==> src/rtl/data_mem_if.sv <==
// CPU data-memory port: request/address/data from the CPU, read data and stall back.
// Latency: n/a (wiring only).
// Backpressure: BUSYWAIT from the memory stalls the CPU while an access is in flight.
interface data_mem_if #(
  parameter int DATA_W = 8,
  parameter int ADDR_W = 8
);
  logic              READMEM;
  logic              WRITEMEM;
  logic [ADDR_W-1:0] ADDRESS;
  logic [DATA_W-1:0] WRITEDATA;
  logic [DATA_W-1:0] READDATA;
  logic              BUSYWAIT;

  // CPU side
  modport master (
    output READMEM, WRITEMEM, ADDRESS, WRITEDATA,
    input  READDATA, BUSYWAIT
  );

  // Memory side
  modport slave (
    input  READMEM, WRITEMEM, ADDRESS, WRITEDATA,
    output READDATA, BUSYWAIT
  );
endinterface

==> src/rtl/data_mem.sv <==
// Byte-addressable data memory answering the CPU READMEM/WRITEMEM handshake.
// Latency: LATENCY edges from acceptance to array/READDATA update, then one ACK cycle.
// Backpressure: BUSYWAIT is high from request assertion until the ACK cycle; requests in ACK are ignored.
module data_mem #(
  parameter int DATA_W  = 8,
  parameter int ADDR_W  = 8,
  parameter int LATENCY = 5   // 1..15
) (
  input  logic         CLK,
  input  logic         RESET,  // asynchronous, active-low
  data_mem_if.slave    bus
);

  localparam int DEPTH = 2 ** ADDR_W;
  localparam logic [3:0] CNT_LOAD = 4'(LATENCY - 1);

  typedef enum logic [1:0] {
    IDLE = 2'd0,
    BUSY = 2'd1,
    ACK  = 2'd2
  } state_t;

  state_t            state;
  state_t            state_nxt;
  logic [3:0]        cnt;
  logic [ADDR_W-1:0] lat_addr;
  logic [DATA_W-1:0] lat_data;
  logic              lat_rd;     // 1 = read, 0 = write
  logic [DATA_W-1:0] rd_q;
  logic              busy_c;
  logic              req;
  logic [DATA_W-1:0] mem [DEPTH];

  assign req = bus.READMEM | bus.WRITEMEM;

  // State register
  always_ff @(posedge CLK or negedge RESET) begin
    if (!RESET) begin
      state <= IDLE;
    end else begin
      state <= state_nxt;
    end
  end

  // Next state and stall; stall is combinational in IDLE so the CPU sees it before the accepting edge
  always_comb begin
    state_nxt = state;
    busy_c    = 1'b0;
    case (state)
      IDLE: begin
        busy_c = req;
        if (req) state_nxt = BUSY;
      end
      BUSY: begin
        busy_c = 1'b1;
        if (cnt == 4'd0) state_nxt = ACK;
      end
      ACK: begin
        busy_c    = 1'b0;
        state_nxt = IDLE;
      end
      default: begin
        busy_c    = 1'b0;
        state_nxt = IDLE;
      end
    endcase
  end

  // Reset must silence the stall immediately, independent of any request still held high
  assign bus.BUSYWAIT = RESET & busy_c;
  assign bus.READDATA = rd_q;

  // Request latching, latency countdown and the final array/read-data update
  always_ff @(posedge CLK or negedge RESET) begin
    if (!RESET) begin
      cnt      <= 4'd0;
      lat_addr <= '0;
      lat_data <= '0;
      lat_rd   <= 1'b0;
      rd_q     <= '0;
      for (int i = 0; i < DEPTH; i++) mem[i] <= '0;
    end else begin
      case (state)
        IDLE: begin
          if (req) begin
            lat_addr <= bus.ADDRESS;
            lat_data <= bus.WRITEDATA;
            lat_rd   <= bus.READMEM;   // simultaneous read+write resolves to a read
            cnt      <= CNT_LOAD;
          end
        end
        BUSY: begin
          if (cnt == 4'd0) begin
            if (lat_rd) rd_q <= mem[lat_addr];
            else        mem[lat_addr] <= lat_data;
          end else begin
            cnt <= cnt - 4'd1;
          end
        end
        default: begin
        end
      endcase
    end
  end

endmodule

==> src/flat_wrapper.sv <==
// flat-port wrapper written by rule: the top's interface ports become plain ports
module data_mem_flat 
#(
  parameter int DATA_W  = 8,
  parameter int ADDR_W  = 8,
  parameter int LATENCY = 5           
)
  (CLK, RESET, bus_READMEM, bus_WRITEMEM, bus_ADDRESS, bus_WRITEDATA, bus_READDATA, bus_BUSYWAIT);
  data_mem_if #(.DATA_W(DATA_W), .ADDR_W(ADDR_W)) bus_i ();
  input  logic CLK;
  input  logic RESET;
  input wire logic [$bits(bus_i.READMEM)-1:0] bus_READMEM;
  input wire logic [$bits(bus_i.WRITEMEM)-1:0] bus_WRITEMEM;
  input wire logic [$bits(bus_i.ADDRESS)-1:0] bus_ADDRESS;
  input wire logic [$bits(bus_i.WRITEDATA)-1:0] bus_WRITEDATA;
  output wire logic [$bits(bus_i.READDATA)-1:0] bus_READDATA;
  output wire logic [$bits(bus_i.BUSYWAIT)-1:0] bus_BUSYWAIT;
  assign bus_i.READMEM = bus_READMEM;
  assign bus_i.WRITEMEM = bus_WRITEMEM;
  assign bus_i.ADDRESS = bus_ADDRESS;
  assign bus_i.WRITEDATA = bus_WRITEDATA;
  assign bus_READDATA = bus_i.READDATA;
  assign bus_BUSYWAIT = bus_i.BUSYWAIT;
  data_mem #(.DATA_W(DATA_W), .ADDR_W(ADDR_W), .LATENCY(LATENCY)) u_core (.CLK(CLK), .RESET(RESET), .bus(bus_i));
endmodule
==> config.mk <==
export PLATFORM = sky130hd
export DESIGN_NAME = data_mem_flat
export DESIGN_NICKNAME = d
export VERILOG_FILES = /design/src/rtl/data_mem_if.sv /design/src/rtl/data_mem.sv /design/src/flat_wrapper.sv
export SDC_FILE = /design/constraint.sdc
export NUM_CORES = 2
export LEC_CHECK = 0
export CORE_MARGIN = 5
export CORE_UTILIZATION = 44
export CTS_CLUSTER_DIAMETER = 200
export DETAILED_ROUTE_END_ITERATION = 12
export HOLD_SLACK_MARGIN = 0.06
export SLEW_MARGIN = 20
export SYNTH_ARGS = -nofsm -noshare
export SYNTH_HDL_FRONTEND = slang
export SYNTH_SLANG_ARGS = --single-unit
export TNS_END_PERCENT = 5
==> constraint.sdc <==
create_clock -name CLK -period 4.15 [get_ports CLK]
set_clock_uncertainty 0.2 [all_clocks]
set_input_delay 0.415 -clock CLK [delete_from_list [all_inputs] [get_ports CLK]]
set_output_delay 0.415 -clock CLK [all_outputs]
set_load 0.01 [all_outputs]
# Yosys cells after proc, flatten, opt, wreduce, memory -nomap -nowiden
# Index checks and enable logic that the tools add are counted.
# word_totals
inputBits	20
elab_cells	295
reg_bits	2079
out_inout_bits	9
# op_classes
order_cmp	2
eq_ne	4
n_addsub	1
n_reduce_logical	9
n_mux	13
bitwise	4
# ops
operator	n
2048-bit bitwise mux	1
8-bit binary-select mux with 8-bit select	1
8-bit demux with 8-bit select	1
8-bit 2-to-1 mux	3
9-bit greater-or-equal comparator (second input constant)	1
9-bit by 1-bit < comparator with 1-bit output (second input constant)	1
8-bit inverter with 9-bit output	1
3-bit AND reduction	3
4-bit 2-to-1 mux	2
4-bit case mux with 2 select lines	1
4-bit logical NOT	1
2-bit 2-to-1 mux	2
2-bit by 1-bit inequality test with 1-bit output (second input constant)	2
2-bit case mux with 2 select lines	1
2-bit AND reduction	2
4-bit by 1-bit subtractor with 4-bit output (second input constant)	1
2-bit by 1-bit == test with 1-bit output (second input constant)	1
2-bit logical NOT	1
2-bit inequality test (second input constant)	1
1-bit case mux with 2 select lines	1
2-bit nonzero test	1
1-bit bitwise AND	1
1-bit logical AND	1
1-bit inverter	1
1-bit bitwise OR	1

# Logic depth before layout (Yosys ltp)
# logic_depth
word_depth	6
mapped_depth	13
depth_no_buf	10

# Worst setup path after synthesis
# OpenSTA, ideal clock, no wires.
# synth_timing
path_type	register to register
start	register u_core.lat_addr[1]
end	register u_core.rd_q[2] (netlist: u_core.bus.READDATA[2])
path_buffers	5
required_ns	3.807
t_arrival_ns	2.487
setup_time_ns	0.143
path_stages_with_launch	10
synth_period_minus_slack_ns	2.830
path_slack_ns	1.320
path_cell_list	dfrtp_1 -> buf_4 -> buf_6 -> buf_6 -> buf_4 -> buf_2 -> mux4_2 -> mux4_2 -> a2111oi_0 -> a31oi_1
# synth_via
elab_chain_len	4
# synth_lines
item	line_no	text
start, declared	data_mem.sv:26	logic [ADDR_W-1:0] lat_addr;
start signal, assigned	data_mem.sv:86	lat_addr <= bus.ADDRESS;
8-bit inverter with 9-bit output (not written as such)	data_mem.sv:94	if (lat_rd) rd_q <= mem[lat_addr];
8-bit binary-select mux with 8-bit select	data_mem.sv:94	
8-bit 2-to-1 mux (not written as such) (2 in series)	data_mem.sv:94	
end signal, assigned	data_mem.sv:94	
end, declared	data_mem.sv:29	logic [DATA_W-1:0] rd_q;
# Every way passes these cells. The select of a mux whose other input is x is not followed.
# A chain may end at the register's enable or synchronous reset.

# Worst setup path after layout
# layout_timing
start	register u_core.lat_addr[2]
end	register u_core.rd_q[4] (netlist: u_core.bus.READDATA[4])
# The elaborated chain is that of the path after synthesis.

==> flow_metrics.env <==
export IMPL_worst_pin_slew_ps=1170
export IMPL_ys_warn_count=0
export IMPL_io_buffers=28
export IMPL_outcome="complete, no violations"
export IMPL_die_height_microns=474
export IMPL_tns_ps=0
export IMPL_area_delta_synth_final_pct=13.0
export IMPL_max_slew_margin=0.223
export IMPL_yosys_top_cells_area="dfrtp_1 55%, mux2_2 19%, mux4_2 11%, mux2_1 6.2%, mux2i_1 1.6%"
export IMPL_yosysSeqAreaShare=0.550
export IMPL_hold_violations=0
export IMPL_async_flop_share=1.00
export IMPL_wl_per_cell_microns=29.9
export IMPL_yosysUniqueCellTypes=60
export IMPL_setup_violations=0
export IMPL_grt_usage=0.248
export IMPL_grt_pass1_vias=58200
export IMPL_cts_buffers=215
export IMPL_rows=170
export IMPL_wirelength_mm=277
export IMPL_cts_buffer_depth=3
export IMPL_start_kind="register"
export IMPL_vdd_drop_max_mv=0.526
export IMPL_clkLatencyLatePin_ps=850
export IMPL_gp_congestion=0.858
export IMPL_drt_initial_drc_count=4626
export IMPL_cp_required_ps=4740
export IMPL_slew_viol_final=0
export IMPL_via_per_inst=6.06
export IMPL_io_pins=29
export IMPL_utilization=0.499
export IMPL_multi_input_area_sq_um=40700
export IMPL_critPathCapture="u_core.bus.READDATA[4]"
export IMPL_min_period_ps=3940
export IMPL_rrSetupSlack_ps=210
export IMPL_clkTransAtPathRegs_ps=60
export IMPL_cp_max_fo=25
export IMPL_dp_cells=8847
export IMPL_final_common_cell="dfrtp_1"
export IMPL_cts_root_buf="clkbuf_16"
export IMPL_cts_htree_levels=4
export IMPL_worstSetupPathType="reg2reg"
export IMPL_nFillCells=18200
export IMPL_cts_sinks=2079
export IMPL_crit_start="u_core.lat_addr[2]"
export IMPL_final_layout_size_suffix_gt1_frac=0.427
export IMPL_synthCells=6162
export IMPL_stdcell_count=9258
export IMPL_power_leakage_uw=0.0524
export IMPL_route_detailed_drc=0
export IMPL_power_per_cell_area_nw_per_um2=563
export IMPL_syn_area_sq_um=94700
export IMPL_fin_nets=6262
export IMPL_coreArea_sq_um=214000
export IMPL_synth_flop_cell="dfrtp_1"
export IMPL_arrival_ps=4530
export IMPL_gr_total_overflow=0
export IMPL_dpl_hpwl_mm=178
export IMPL_grt_max_degree=183
export IMPL_die_area_sq_um=225000
export IMPL_hp_class="in2async"
export IMPL_synth_seq_cells=2079
export IMPL_rsz0062_at_grt="no"
export IMPL_max_freq_mhz=253
export IMPL_dr_total_vias=56100
export IMPL_seq_area_sq_um=52100
export IMPL_cts_tree="done"
export IMPL_initial_core_util=0.442
export IMPL_synth_fp_nets=6184
export IMPL_ff2ff_path_depth=9
export IMPL_end_kind="register"
export IMPL_timing_rr_start="u_core.lat_addr[2]"
export IMPL_rr_endpoint="u_core.bus.READDATA[4]"
export IMPL_synth_edf_count=0
export IMPL_die_x_microns=474
export IMPL_yosys_area_top_type="dfrtp_1"
export IMPL_ant_nets=0
export IMPL_fin_crit_sh=0.951
export IMPL_avgSynthCellArea_sq_um=15.4
export IMPL_final_cell_mix="2,064 x dfrtp_1, 1,573 x mux2_2, 520 x mux2_1"
export IMPL_antenna_found_initial=15
export IMPL_maxCapViolCount=0
export IMPL_grt_pass1_wl_mm=413
export IMPL_synth_top_cell_area_share=0.550
export IMPL_dr_pass1_iters=7
[layer usage]
layer	global-route usage	vias to the layer above	share of wire	wire length [microns]
li1	-	23200	-	-
met1	0.359	30900	0.45	123000
met2	0.380	1533	0.46	127000
met3	0.0455	470	0.060	16600
met4	0.0782	6	0.034	9450
met5	0	-	0.00013	37
[critical path, cell delays in order (launching register included)]
cell,delay [ps]
dfrtp_4,700
and2_2,610
buf_4,620
o21ai_0,200
a21oi_1,220
a22oi_1,130
a311oi_1,470
a31oi_1,210
o21ai_0,300
o22a_1,180
[stage by stage]
stage	area (sq um)	power (uW)	hold WS, ps	worst slack [ps]
after floorplan	94700	31900	-80.6	1320
after global placement	99600	40800	118	230
after detailed placement	99600	40900	117	262
after CTS	107000	60600	75.9	241
after global routing	107000	62300	105	29.8
final	107000	60200	123	205
[cell type report]
class                   count  area share
flip-flops and latches   2079       0.487
multi-input cells        3613       0.381
clock buffers             345      0.0624
well taps                2838      0.0332
repair buffers            320      0.0314
clock inverters            49     0.00489
inverters                  11    0.000456
diodes                      3   0.0000702
[Yosys cell counts (7+ instances only)]
library cell,instances
nor3_1,22
o21ai_0,49
buf_2,86
nand3_1,38
nand2b_1,16
o22a_1,7
mux2_2,1573
buf_1,19
mux2_1,520
mux2i_1,147
a21oi_1,40
nand2_1,385
inv_1,10
a22oi_1,39
mux4_2,480
a32oi_1,26
a211oi_1,17
dfrtp_1,2079
buf_6,11
nand2_2,18
nor3_2,9
nor2_1,50
nand4_1,8
clkbuf_1,302
a311oi_1,7
a2111oi_0,15
nor2b_1,21
o211ai_1,7
a31oi_1,17
buf_4,41
o22ai_1,35
[logic make-up after synthesis]
family,count (synthesis),share of synthesized area
adder cells (fa/ha/maj),2,0.000264
multiplexers,2720,0.379
AO/OA/AOI/OAI,286,0.0207
XOR/XNOR,2,0.000185
buffers and inverters,470,0.0223
AND/OR/NAND/NOR,603,0.0283
flip-flops,2079,0.550
[sequential cells by signal, summed over array words and instances, names as in the netlist]
signal,cells
u_core.lat_rd,1
u_core.state,2
u_core.bus.READDATA,8
u_core.lat_data,8
u_core.mem,2048
u_core.lat_addr,8
u_core.cnt,4
[how the worst min path moves through the flow]
stage | slack (ps) | cells past startpoint | endpoint
4_1_cts | 80 | 3 | u_core.mem[1047]
5_1_grt | 110 | 2 | u_core.lat_addr[7]
3_3_place_gp | 120 | 1 | u_core.mem[454]
6_report | 120 | 3 | u_core.mem[1047]
3_5_place_dp | 120 | 1 | u_core.mem[454]
2_1_floorplan | -80 | 0 | u_core.bus.READDATA[0]
[repair_timing]
action | in CTS | in global routing
setup buffers | 0 | 0
endpoints found under the setup margin | 0 | 0
hold buffers | 12 | 0
gates resized for setup | 0 | 0
endpoints found under the hold margin | 1026 | 0
[power by group]
| group | internal (uW) | total (uW) | leakage, uW | switching (uW) |
|---|---|---|---|---|
| logic | 5850 | 17900 | 0.0199 | 12000 |
| registers | 21000 | 22700 | 0.0290 | 1700 |
| clock network | 11400 | 19600 | 0.00356 | 8200 |
| total | 38300 | 60200 | 0.0524 | 21900 |
No activity file was read; power rests on OpenSTA's default activity.
